--- src/rtl/apb4_master.sv ---
`default_nettype none
// ============================================================================
// apb4_master : single-outstanding valid/ready command -> APB4 transfer engine
// Rev 1.0     : initial release
// ============================================================================
module apb4_master #(
  parameter int ADDR_WIDTH = 32,
  parameter int DATA_WIDTH = 32,
  parameter int TIMEOUT    = 255
) (
  input  logic                      clk_i,
  input  logic                      rst_i,
  input  logic                      cmd_valid_i,
  output logic                      cmd_ready_o,
  input  logic                      cmd_write_i,
  input  logic [ADDR_WIDTH-1:0]     cmd_addr_i,
  input  logic [DATA_WIDTH-1:0]     cmd_wdata_i,
  input  logic [DATA_WIDTH/8-1:0]   cmd_wstrb_i,
  input  logic [2:0]                cmd_prot_i,
  output logic                      rsp_valid_o,
  input  logic                      rsp_ready_i,
  output logic [DATA_WIDTH-1:0]     rsp_rdata_o,
  output logic                      rsp_err_o,
  output logic                      rsp_timeout_o,
  output logic [ADDR_WIDTH-1:0]     paddr_o,
  output logic [2:0]                pprot_o,
  output logic                      psel_o,
  output logic                      penable_o,
  output logic                      pwrite_o,
  output logic [DATA_WIDTH-1:0]     pwdata_o,
  output logic [DATA_WIDTH/8-1:0]   pstrb_o,
  input  logic                      pready_i,
  input  logic [DATA_WIDTH-1:0]     prdata_i,
  input  logic                      pslverr_i
);

  localparam int          STRB_WIDTH = DATA_WIDTH / 8;
  localparam bit          TO_EN      = (TIMEOUT != 0);
  localparam logic [15:0] TO_LAST    = (TIMEOUT == 0) ? 16'd0 : 16'(TIMEOUT - 1);

  generate
    if (!(DATA_WIDTH == 8 || DATA_WIDTH == 16 || DATA_WIDTH == 32)) begin : g_bad_data_width
      $error("apb4_master: DATA_WIDTH must be 8, 16 or 32");
    end
    if (TIMEOUT < 0 || TIMEOUT > 65535) begin : g_bad_timeout
      $error("apb4_master: TIMEOUT must be in 0..65535");
    end
  endgenerate

  typedef enum logic [1:0] {
    S_IDLE   = 2'd0,
    S_SETUP  = 2'd1,
    S_ACCESS = 2'd2,
    S_RESP   = 2'd3
  } state_t;

  state_t                  state_q, state_d;
  logic [ADDR_WIDTH-1:0]   paddr_q, paddr_d;
  logic [2:0]              pprot_q, pprot_d;
  logic                    pwrite_q, pwrite_d;
  logic [DATA_WIDTH-1:0]   pwdata_q, pwdata_d;
  logic [STRB_WIDTH-1:0]   pstrb_q, pstrb_d;
  logic [DATA_WIDTH-1:0]   rsp_rdata_q, rsp_rdata_d;
  logic                    rsp_err_q, rsp_err_d;
  logic                    rsp_timeout_q, rsp_timeout_d;
  logic [15:0]             cnt_q, cnt_d;

  always_comb begin
    state_d       = state_q;
    paddr_d       = paddr_q;
    pprot_d       = pprot_q;
    pwrite_d      = pwrite_q;
    pwdata_d      = pwdata_q;
    pstrb_d       = pstrb_q;
    rsp_rdata_d   = rsp_rdata_q;
    rsp_err_d     = rsp_err_q;
    rsp_timeout_d = rsp_timeout_q;
    cnt_d         = cnt_q;

    case (state_q)
      S_IDLE: begin
        if (cmd_valid_i) begin
          state_d  = S_SETUP;
          pwrite_d = cmd_write_i;
          paddr_d  = cmd_addr_i;
          pprot_d  = cmd_prot_i;
          // Reads drive zero data and strobes onto the bus.
          pwdata_d = cmd_write_i ? cmd_wdata_i : '0;
          pstrb_d  = cmd_write_i ? cmd_wstrb_i : '0;
        end
      end

      S_SETUP: begin
        state_d = S_ACCESS;
      end

      S_ACCESS: begin
        if (pready_i) begin
          state_d       = S_RESP;
          rsp_rdata_d   = pwrite_q ? '0 : prdata_i;
          rsp_err_d     = pslverr_i;
          rsp_timeout_d = 1'b0;
        end else begin
          cnt_d = cnt_q + 16'd1;
          if (TO_EN && (cnt_q == TO_LAST)) begin
            state_d       = S_RESP;
            rsp_rdata_d   = '0;
            rsp_err_d     = 1'b1;
            rsp_timeout_d = 1'b1;
          end
        end
      end

      S_RESP: begin
        if (rsp_ready_i) begin
          state_d = S_IDLE;
          cnt_d   = 16'd0;
        end
      end

      default: begin
        state_d = S_IDLE;
      end
    endcase
  end

  always_ff @(posedge clk_i) begin
    if (rst_i) begin
      state_q       <= S_IDLE;
      paddr_q       <= '0;
      pprot_q       <= '0;
      pwrite_q      <= 1'b0;
      pwdata_q      <= '0;
      pstrb_q       <= '0;
      rsp_rdata_q   <= '0;
      rsp_err_q     <= 1'b0;
      rsp_timeout_q <= 1'b0;
      cnt_q         <= 16'd0;
    end else begin
      state_q       <= state_d;
      paddr_q       <= paddr_d;
      pprot_q       <= pprot_d;
      pwrite_q      <= pwrite_d;
      pwdata_q      <= pwdata_d;
      pstrb_q       <= pstrb_d;
      rsp_rdata_q   <= rsp_rdata_d;
      rsp_err_q     <= rsp_err_d;
      rsp_timeout_q <= rsp_timeout_d;
      cnt_q         <= cnt_d;
    end
  end

  assign cmd_ready_o   = (state_q == S_IDLE);
  assign psel_o        = (state_q == S_SETUP) || (state_q == S_ACCESS);
  assign penable_o     = (state_q == S_ACCESS);
  assign rsp_valid_o   = (state_q == S_RESP);
  assign paddr_o       = paddr_q;
  assign pprot_o       = pprot_q;
  assign pwrite_o      = pwrite_q;
  assign pwdata_o      = pwdata_q;
  assign pstrb_o       = pstrb_q;
  assign rsp_rdata_o   = rsp_rdata_q;
  assign rsp_err_o     = rsp_err_q;
  assign rsp_timeout_o = rsp_timeout_q;

endmodule
`default_nettype wire

--- config.mk ---
export PLATFORM = sky130hd
export DESIGN_NAME = apb4_master
export DESIGN_NICKNAME = d
export VERILOG_FILES = /design/src/rtl/apb4_master.sv
export SDC_FILE = /design/constraint.sdc
export NUM_CORES = 1
export LEC_CHECK = 0
export BUFFER_PORTS_ARGS = -buffer_cell sky130_fd_sc_hd__buf_2
export CELL_PAD_IN_SITES_DETAIL_PLACEMENT = 0
export CELL_PAD_IN_SITES_GLOBAL_PLACEMENT = 2
export CORE_ASPECT_RATIO = 1.25
export CORE_MARGIN = 1
export CORE_UTILIZATION = 25
export DETAILED_ROUTE_END_ITERATION = 10
export HOLD_SLACK_MARGIN = 0.1
export PLACE_DENSITY_LB_ADDON = 0.2
export SYNTH_ARGS = -nofsm -noshare
export SYNTH_HDL_FRONTEND = slang
export SYNTH_SLANG_ARGS = --single-unit
export TNS_END_PERCENT = 10
--- constraint.sdc ---
create_clock -name clk_i -period 2 [get_ports clk_i]
set_clock_uncertainty 0.05 [all_clocks]
set_input_delay 0.1 -clock clk_i [delete_from_list [all_inputs] [get_ports clk_i]]
set_output_delay 0.1 -clock clk_i [all_outputs]
set_load 0.02 [all_outputs]
[Word level (Yosys, flattened, before mapping)]
Index checks and enable logic that the tools add are counted.
Operators by class
  muxes and demuxes: 16
  reduce and logical (&&, ||, !) cells: 8
  equality and inequality tests: 8
  add/subtract/negate cells: 1
Operators with widths (number)
  $mux W32: 4
  $mux W16: 2
  $pmux W16 S2: 1
  $add A16 B1 Y16 const B: 1
  $eq A16 B8 Y1 const B: 1
  $mux W2: 4
  $pmux W2 S4: 1
  $reduce_and A3 Y1: 2
  $eq A2 B2 Y1 const B: 2
  $mux W4: 1
  $ne A2 B2 Y1 const B: 2
  $reduce_and A2 Y1: 2
  $reduce_bool A2 Y1: 2
  $mux W1: 3
  $ne A3 B1 Y1 const B: 1
  $eq A2 B1 Y1 const B: 1
  $logic_not A2 Y1: 1
  $ne A2 B1 Y1 const B: 1
  $logic_or A1 B1 Y1: 1
Word-level totals
  input bits: 110
  output and inout bits: 110
  flip-flop bits (word level): 124

[Logic depth before layout (Yosys ltp)]
Gate-level depths: netlist of run 1.
  depth after elaboration: 4
  mapped depth: 8
  depth with buffers taken out: 6

[Least setup slack after synthesis of run 1]
OpenSTA, ideal clock, no wires.
  path type: register to register
  from: register state_q[0]
  to: register cnt_q[15]
  required time: 1.880 ns
  path buffers: 1
  data arrival time: 1.867 ns
  period minus slack after synthesis: 1.987 ns
  cell stages (with the launch flop): 8
  setup slack: 0.013 ns
  cells stage by stage: dfxtp_1 inv_1 ha_1 buf_2 o211a_1 nand3_1 or4_1 a21oi_1
Between the ends
  word-level cells in the longest chain between the ends: 3
Ends and longest elaborated chain
  from (decl): line 57  | state_t state_q, state_d;
  from (signal assigned): line 140  | state_q <= state_d;
  $eq A2 B2 Y1 *
  net penable_o: line 28  | output logic penable_o,
  $ne A2 B2 Y1 (no line) / $reduce_bool A2 Y1 (equally long branches)
  $reduce_and A3 Y1 (no line)
  to (signal assigned): line 149  | cnt_q <= cnt_d;
  to (decl): line 66  | logic [15:0] cnt_q, cnt_d;
Mark *: on every way through the listed nets, which the timed path passes. The rest lies on a longest branch.
A chain may end at the register's enable or synchronous reset.

[Final worst setup path of run 1]
  from: register state_q[0]
  to: register paddr_q[10], in the netlist paddr_o[10]
Between the ends
  word-level cells in the longest chain between the ends: 2
Ends and longest elaborated chain
  $logic_not A2 Y1: line 80  | case (state_q)
  $reduce_and A2 Y1 (no line)
  to (signal assigned): line 141  | paddr_q <= paddr_d;
  to (decl): line 58  | logic [ADDR_WIDTH-1:0] paddr_q, paddr_d;
No other way between the ends.

==> results of run 1 <==
-- layer usage --
layer / vias up / GRT usage, % / wire length [µm]
met1: 2466 / 18.47 / 6907
li1: 2647 / - / -
met2: 167 / 29.45 / 7905
met4: 0 / 7.724 / 471
met5: - / 0 / 0
met3: 30 / 6.173 / 1123
-- cell type report --
cell class	instances	area (µm²)	share of cell area, %
clock inverters	6	85.08	1.086
multi-input cells	412	2081	26.55
clock buffers	26	489.2	6.243
flip-flops and latches	124	2482	31.68
inverters	8	30.03	0.3832
repair buffers	342	2379	30.35
well taps	232	290.3	3.704
-- cell families after synthesis --
family                   Yosys count
AO/OA/AOI/OAI                    172
XOR/XNOR                           5
adder cells (fa/ha/maj)            6
buffers and inverters             53
flip-flops                       124
multiplexers                       1
AND/OR/NAND/NOR                  228
-- power groups by stage --
stage	clock, µW	combinational [µW]	sequential [µW]
final	3020	2590	2940
after global routing	3230	2860	2980
after CTS	3110	2620	2940
after detailed placement	0	2440	2990
after global placement	0	2420	2980
after floorplan	0	1120	3320
-- Yosys cell counts, types with 4 or more instances --
master,number
o21ai_0,38
nand4_1,4
a21oi_1,117
inv_1,8
ha_1,6
dfxtp_1,124
nand3_1,41
nor3_1,4
clkbuf_1,40
or4_1,7
nand2_1,147
o31ai_1,7
nor2_1,9
-- through the flow --
step | setup WS, ns | hold WS [ns] | utilization, % | area [µm²]
finish | 0.08098 | 0.1375 | 41.89 | 7836
global route | -0.04832 | 0.1409 | 41.89 | 7836
global placement | 0.08010 | 0.2895 | 33.06 | 6185
detailed placement | 0.03529 | 0.2961 | 33.06 | 6185
floorplan | 0.01253 | 0.1860 | - | 4752
CTS | 0.01140 | 0.1072 | 41.80 | 7820
-- flip-flops by register name, indices dropped and copies added, names as in the netlist, 2 cells and up --
signal       count
pprot_o          3
cnt_q           16
rsp_rdata_o     32
paddr_o         32
state_q          2
pwdata_o        32
pstrb_o          4
-- what timing repair did --
item,4_1_cts,5_1_grt
setup endpoints to repair,0,8
hold buffers,106,0
setup buffers,0,0
hold endpoints to repair,107,0
gates resized for setup,0,4
-- cells in the final DEF (no fill, tap or decap), types with 2 or more instances in the layout --
cell type / netlist / routed
nor3_1: 4 / 4
clkbuf_1: 40 / 6
buf_12: 0 / 7
clkbuf_16: 0 / 17
a211oi_1: 3 / 3
or3_1: 2 / 2
o21ai_0: 38 / 38
xor2_1: 2 / 2
and4_1: 2 / 2
nor2_1: 9 / 8
nand3_2: 0 / 2
dfxtp_1: 124 / 124
o21a_1: 2 / 2
ha_1: 6 / 5
xnor2_1: 3 / 3
nand2_1: 147 / 146
nand4_1: 4 / 4
dlygate4sd3_1: 0 / 106
clkbuf_8: 0 / 3
o31ai_1: 7 / 7
nand2b_1: 2 / 2
clkinvlp_4: 0 / 2
a21oi_1: 117 / 117
or4_1: 7 / 7
bufinv_16: 0 / 2
inv_1: 8 / 8
buf_4: 0 / 10
buf_2: 1 / 218
nor4_1: 2 / 2
clkinv_2: 0 / 2
nand3_1: 41 / 39
-- worst reg2reg max path, cell delays in order, from the launching register on --
cell           delay (ns)
dfxtp_1              0.31
inv_1                0.12
ha_2                 0.24
and2_2               0.21
buf_12               0.19
nand2_1              0.09
a21oi_1              0.11
dlygate4sd3_1        0.55
-- worst max-delay path by stage --
| stage | from | endpoint | slack, ns | cells after the start |
|---|---|---|---|---|
| 6_report | state_q[0] | paddr_o[10] | 0.08 | 7 |
| 5_1_grt | state_q[0] | paddr_o[10] | -0.05 | 7 |
| 4_1_cts | state_q[0] | cnt_q[15] | 0.01 | 6 |
| 3_5_place_dp | state_q[0] | cnt_q[15] | 0.04 | 6 |
| 3_3_place_gp | state_q[0] | cnt_q[15] | 0.08 | 6 |
| 2_1_floorplan | state_q[0] | cnt_q[15] | 0.01 | 7 |
==> metrics.md, run 1 <==
| Metric | Value |
|---|---|
| Slew Viols, Final | `0` |
| Outcome | `complete, but fails checks` |
| Relative slew slack | `52.79%` |
| Skew-Pair Late Insertion Delay | `0.41 ns` |
| # fillers | `1,959` |
| Buffers added on ports | `219` |
| DRC | `8` |
| Cell family with most CP delay | `buffers and inverters` |
| Synthesis Warnings | `0` |
| Max Cap Viol | `0` |
| Final setup fails | `0` |
| WL final | `16,410 µm` |
| Mux contribution to synthesized area | `0.2106%` |
| CORE AREA | `18,710 µm²` |
| Number of top-level pins | `220` |
| Synth Area in Compound Gates | `19.14%` |
| Chip height | `156.1 µm` |
| Core Rows | `56` |
| Crit end category | `flip-flop` |
| Top cells by area, synth | `dfxtp_1 52%, a21oi_1 12%, nand2_1 12%` |
| Crit path cell chain | `inv_1 > ha_2 > and2_2 > buf_12 > nand2_1 > a21oi_1 > dlygate4sd3_1` |
| Synthesized instance count | `589` |
| Register share of total power | `34.3%` |
| Placed cell count | `1,012` |
| Data required, critical path | `2.31 ns` |
| Fin crit period | `1.919 ns` |
| Setup Total Neg Slack | `0 ns` |
| Reg2reg end | `paddr_o[10]` |
| Peak supply drop | `0.0004757 V` |
| First-pass iteration count of the detailed router | `7` |
| Async set-reset flop share out of synthesis | `0%` |
| Net switching power | `2876 µW` |
| PwrDens | `1092 nW/µm²` |
| CP max FO | `31` |
| Grt ovf | `0` |
| Primary FF master, synth | `dfxtp_1` |
| Final nets | `1,021` |
| Sequential element share of the synthesized area | `52.24%` |
| Fin. Hold Viols | `0` |
| DP Wirelength | `10,780 µm` |
| Peak Freq | `521.1 MHz` |
| DR WL/cell | `14.27 µm` |
| Critical hold path startpoint | `cmd_valid_i` |
| Adder-cell area share of the yosys netlist | `1.580%` |
| Syn nets | `705` |
| Antenna viol nets, final | `0` |
| Slowest stage cell, crit path | `dlygate4sd3_1` |
| Die area | `19,570 µm²` |
| Reg2Reg Setup Slack | `0.08 ns` |
| Clk slew on worst S/H paths | `0.06 ns` |
| Simple-Gate Fraction of Synth Area | `21.38%` |
| Reg2Reg Depth | `7` |
| WS Path Type | `reg2reg` |
| Int Power | `5682 µW` |
| Leak | `0.003369 µW` |
| Initial antenna violation count | `0` |
| Hold depth | `4` |
| Total power | `8558 µW` |
| Synth top area share | `52.24%` |
| Hold Crit Class | `in2reg` |
| Number of diodes | `0` |
| Global-route usage over all layers | `16.97%` |
| First-pass GRT wire length | `26,210 µm` |
| Buffer and inverter count on the worst path | `3` |
| Worst setup SP type | `flip-flop` |
| Largest family of logic cells by synthesized area | `simple AND/OR/NAND/NOR gates` |
| CTS Buf Count | `17` |
| Clock share of power | `35.3%` |
| RD Place Congestion | `0.7316` |
| Sw frac | `33.60%` |
| Post-Synth XOR/XNOR Area | `0.9215%` |
| H-tree lvl count | `4` |
| Measured slew at the worst slew-check pin | `0.7081 ns` |
| Reg-to-reg startpoint | `state_q[0]` |
| Clock tree buffer depth | `2` |
| Pin count of the biggest net entering global routing | `76` |
| CTS sink count | `124` |
| Share of layout cells above drive strength 1 | `29.63%` |
| Via density | `4.617` |
| Synthesis-to-finish area growth | `64.90%` |
| Period utilization | `95.95%` |
| TritonCTS clock tree | `done` |
| Initial DRC count | `232` |
| Gate power share | `30.3%` |
| CP arrival | `2.23 ns` |
| RSZ-0062 raised after global routing | `yes` |
| Via count | `5,310` |
| Hold EP | `state_q[1]` |
| Non-filler cells, final | `1,150` |
| Max stage delay on crit path | `0.55 ns` |
| Clock root buffer | `clkbuf_16` |
| Post-Synthesis Cell Area | `4752 µm²` |
| Vias in the first global route | `5,327` |
| Failing checks | `design-rule violations` |
| Number of synthesized flops with an enable pin | `0` |
| Die Wd | `125.3 µm` |
| Top cell type by total area after synthesis | `dfxtp_1` |
| Yosys reg bits | `124` |
| Distinct cell type count after synthesis | `37` |
| Synthesized area per cell | `8.068 µm²` |
| Initial Utilization | `25.40%` |
No activity file was read; power rests on OpenSTA's default activity.
==> run 2, diff against run 1 <==
Settings changed: GPL_TIMING_DRIVEN set to 0.
Clock period 2 ns to 2.1 ns, I/O delays scaled along.
==> metrics.md, run 2 (synthesis gave the netlist of run 1 again) <==
| Metric | Value |
|---|---|
| Fin crit period | `2.019 ns (+0.1004 ns)` |
| Clk slew on worst S/H paths | `0.06 ns (about the same)` |
| Slowest stage cell, crit path | `or4_1` |
| Period utilization | `96.16% (+0.21 points)` |
| First-pass GRT wire length | `26,040 µm (-0.63%)` |
| CP max FO | `10 (-68%)` |
| Critical hold path startpoint | `cmd_write_i` |
| DR WL/cell | `14.26 µm (about the same)` |
| Total power | `8179 µW (-4.4%)` |
| Antenna viol nets, final | `0 (unchanged)` |
| Number of diodes | `0 (unchanged)` |
| Via count | `5,351 (+0.77%)` |
| WL final | `16,750 µm (+2.1%)` |
| Initial DRC count | `203 (-13%)` |
| RSZ-0062 raised after global routing | `yes` |
| Setup Total Neg Slack | `0 ns (unchanged)` |
| Outcome | `complete, but fails checks` |
| DRC | `8 (unchanged)` |
| Data required, critical path | `2.39 ns (+0.08 ns)` |
| Setup WS pre-CTS | `-0.3471 ns (-0.3824 ns)` |
| Final setup fails | `0 (unchanged)` |
| First-pass iteration count of the detailed router | `9 (+2)` |
| Measured slew at the worst slew-check pin | `0.5534 ns (-0.1548 ns)` |
| Die area | `19,570 µm² (unchanged)` |
| Synthesis-to-finish area growth | `65.46%` |
| Pin count of the biggest net entering global routing | `17 (-78%)` |
| Crit end category | `flip-flop` |
| CTS Buf Count | `17 (unchanged)` |
| Max stage delay on crit path | `0.52 ns (-0.03 ns)` |
| RD Place Congestion | `0.7428 (+1.5%)` |
| Initial antenna violation count | `0 (unchanged)` |
| CORE AREA | `18,710 µm² (unchanged)` |
| Via density | `4.558 (-1.3%)` |
| Slew Viols, Final | `0 (unchanged)` |
| Global-route usage over all layers | `17.11% (+0.14 points)` |
| Commonest cells after routing, fill and taps aside | `217 x buf_2, 146 x nand2_1, 124 x dfxtp_1, 117 x a21oi_1, 106 x dlygate4sd3_1` |
| Leak | `0.003355 µW (-0.42%)` |
| DP Wirelength | `12,200 µm (+13%)` |
| Chip height | `156.1 µm (unchanged)` |
| Non-filler cells, final | `1,174 (+2.1%)` |
| Peak Freq | `495.2 MHz (-5.0%)` |
| H-tree lvl count | `4 (unchanged)` |
| CP arrival | `2.31 ns (+0.08 ns)` |
| Final hold slack | `0.1207 ns (-0.01683 ns)` |
| Final nets | `1,046 (+2.4%)` |
| Post-CTS Setup Inserts | `0 (unchanged)` |
| Skew-Pair Late Insertion Delay | `0.41 ns (about the same)` |
| Core Rows | `56 (unchanged)` |
| Grt ovf | `0 (unchanged)` |
| Hold Crit Class | `in2reg` |
| CTS sink count | `124 (unchanged)` |
| Number of top-level pins | `220 (unchanged)` |
| Placed cell count | `1,038 (+2.6%)` |
| Worst setup SP type | `flip-flop` |
| Buffer and inverter count on the worst path | `2 (-1)` |
| Clock tree buffer depth | `2 (unchanged)` |
| Failing checks | `design-rule violations` |
| Fin. Hold Viols | `0 (unchanged)` |
| WS Path Type | `reg2reg` |
| TritonCTS clock tree | `done` |
| Relative slew slack | `63.11% (+10 points)` |
| Buffers added on ports | `217 (-0.91%)` |
| Most common cell after layout, fill and taps aside | `buf_2` |
| Peak supply drop | `0.0005118 V (+7.6%)` |
| Clock root buffer | `clkbuf_16` |
| Share of layout cells above drive strength 1 | `28.45% (-1.2 points)` |
| Die Wd | `125.3 µm (unchanged)` |
| Vias in the first global route | `5,271 (-1.1%)` |
| Initial Utilization | `25.40% (unchanged)` |
| Cell family with most CP delay | `simple AND/OR/NAND/NOR gates` |
| PwrDens | `1040 nW/µm² (-4.8%)` |
| Setup ws final | `0.08061 ns (-0.0003666 ns)` |
| Reg-to-reg startpoint | `state_q[0]` |
| Crit path cell chain | `inv_1 > ha_1 > clkbuf_4 > o211a_1 > nand3_2 > or4_1 > a21oi_1` |
| Max Cap Viol | `0 (unchanged)` |
| CP startpoint | `state_q[0]` |
run 2: changes by cell type in the layout (fill, tap and decap cells not counted), sizes merged:
cell / change
clkinv: +2
clkbuf: +35
clkinvlp: +1
bufinv: +1
buf: -15
run 2: timing repair:
action | CTS | global route
setup endpoints to repair | 100 | 97
hold buffers | 106 | 0
cloned | 0 | 0
gates resized for setup | 8 | 15
endpoints found under the hold margin | 108 | 0
run 2: final timing paths:
kind / endpoint / slack (ns) / depth (start not counted)
worst max-delay path: cnt_q[15] / 0.08 / 7
worst min-delay path: pstrb_o[2] / 0.12 / 3
worst max register to register: cnt_q[15] / 0.08 / 7
worst min register to register: pwdata_o[31] / 0.40 / 2
run 2: area by class of cell:
| type | count | area (µm²) |
|---|---|---|
| Inverter | 8 | 30.03 |
| Buffer | 44 | 195.2 |
| Tap cell | 232 | 290.3 |
| Clock inverter | 10 | 140.1 |
| Fill cell | 1930 | 10850 |
| Timing Repair Buffer | 323 | 2147 |
| Multi-Input combinational cell | 412 | 2107 |
| Sequential cell | 124 | 2482 |
| Clock buffer | 21 | 470.5 |
run 2: power by group:
part / switching [µW] / internal, µW / total [µW]
clock: 1060 / 1950 / 3010
sequential: 150 / 2650 / 2800
combinational: 1560 / 800 / 2360
total: 2770 / 5410 / 8180
run 2: worst reg2reg max path, stage by stage, from the launching register on:
cell and delay (ns):
dfxtp_1 0.31, inv_1 0.12, ha_1 0.18, clkbuf_4 0.20, o211a_1 0.22, nand3_2 0.20
or4_1 0.53, a21oi_1 0.14
run 2: stage by stage:
stage | area, µm² | utilization [%]
6_report | 7863 | 42.03
5_1_grt | 7863 | 42.03
2_1_floorplan | 4752 | -
3_5_place_dp | 6128 | 32.76
3_3_place_gp | 6128 | 32.76
4_1_cts | 7820 | 41.80
run 2: layer usage:
layer | vias up | wire [µm] | GRT usage [%]
met1 | 2452 | 6803 | 18.52
li1 | 2713 | - | -
met4 | 0 | 363 | 6.620
met5 | - | 0 | 0
met2 | 163 | 8486 | 30.86
met3 | 23 | 1094 | 5.590
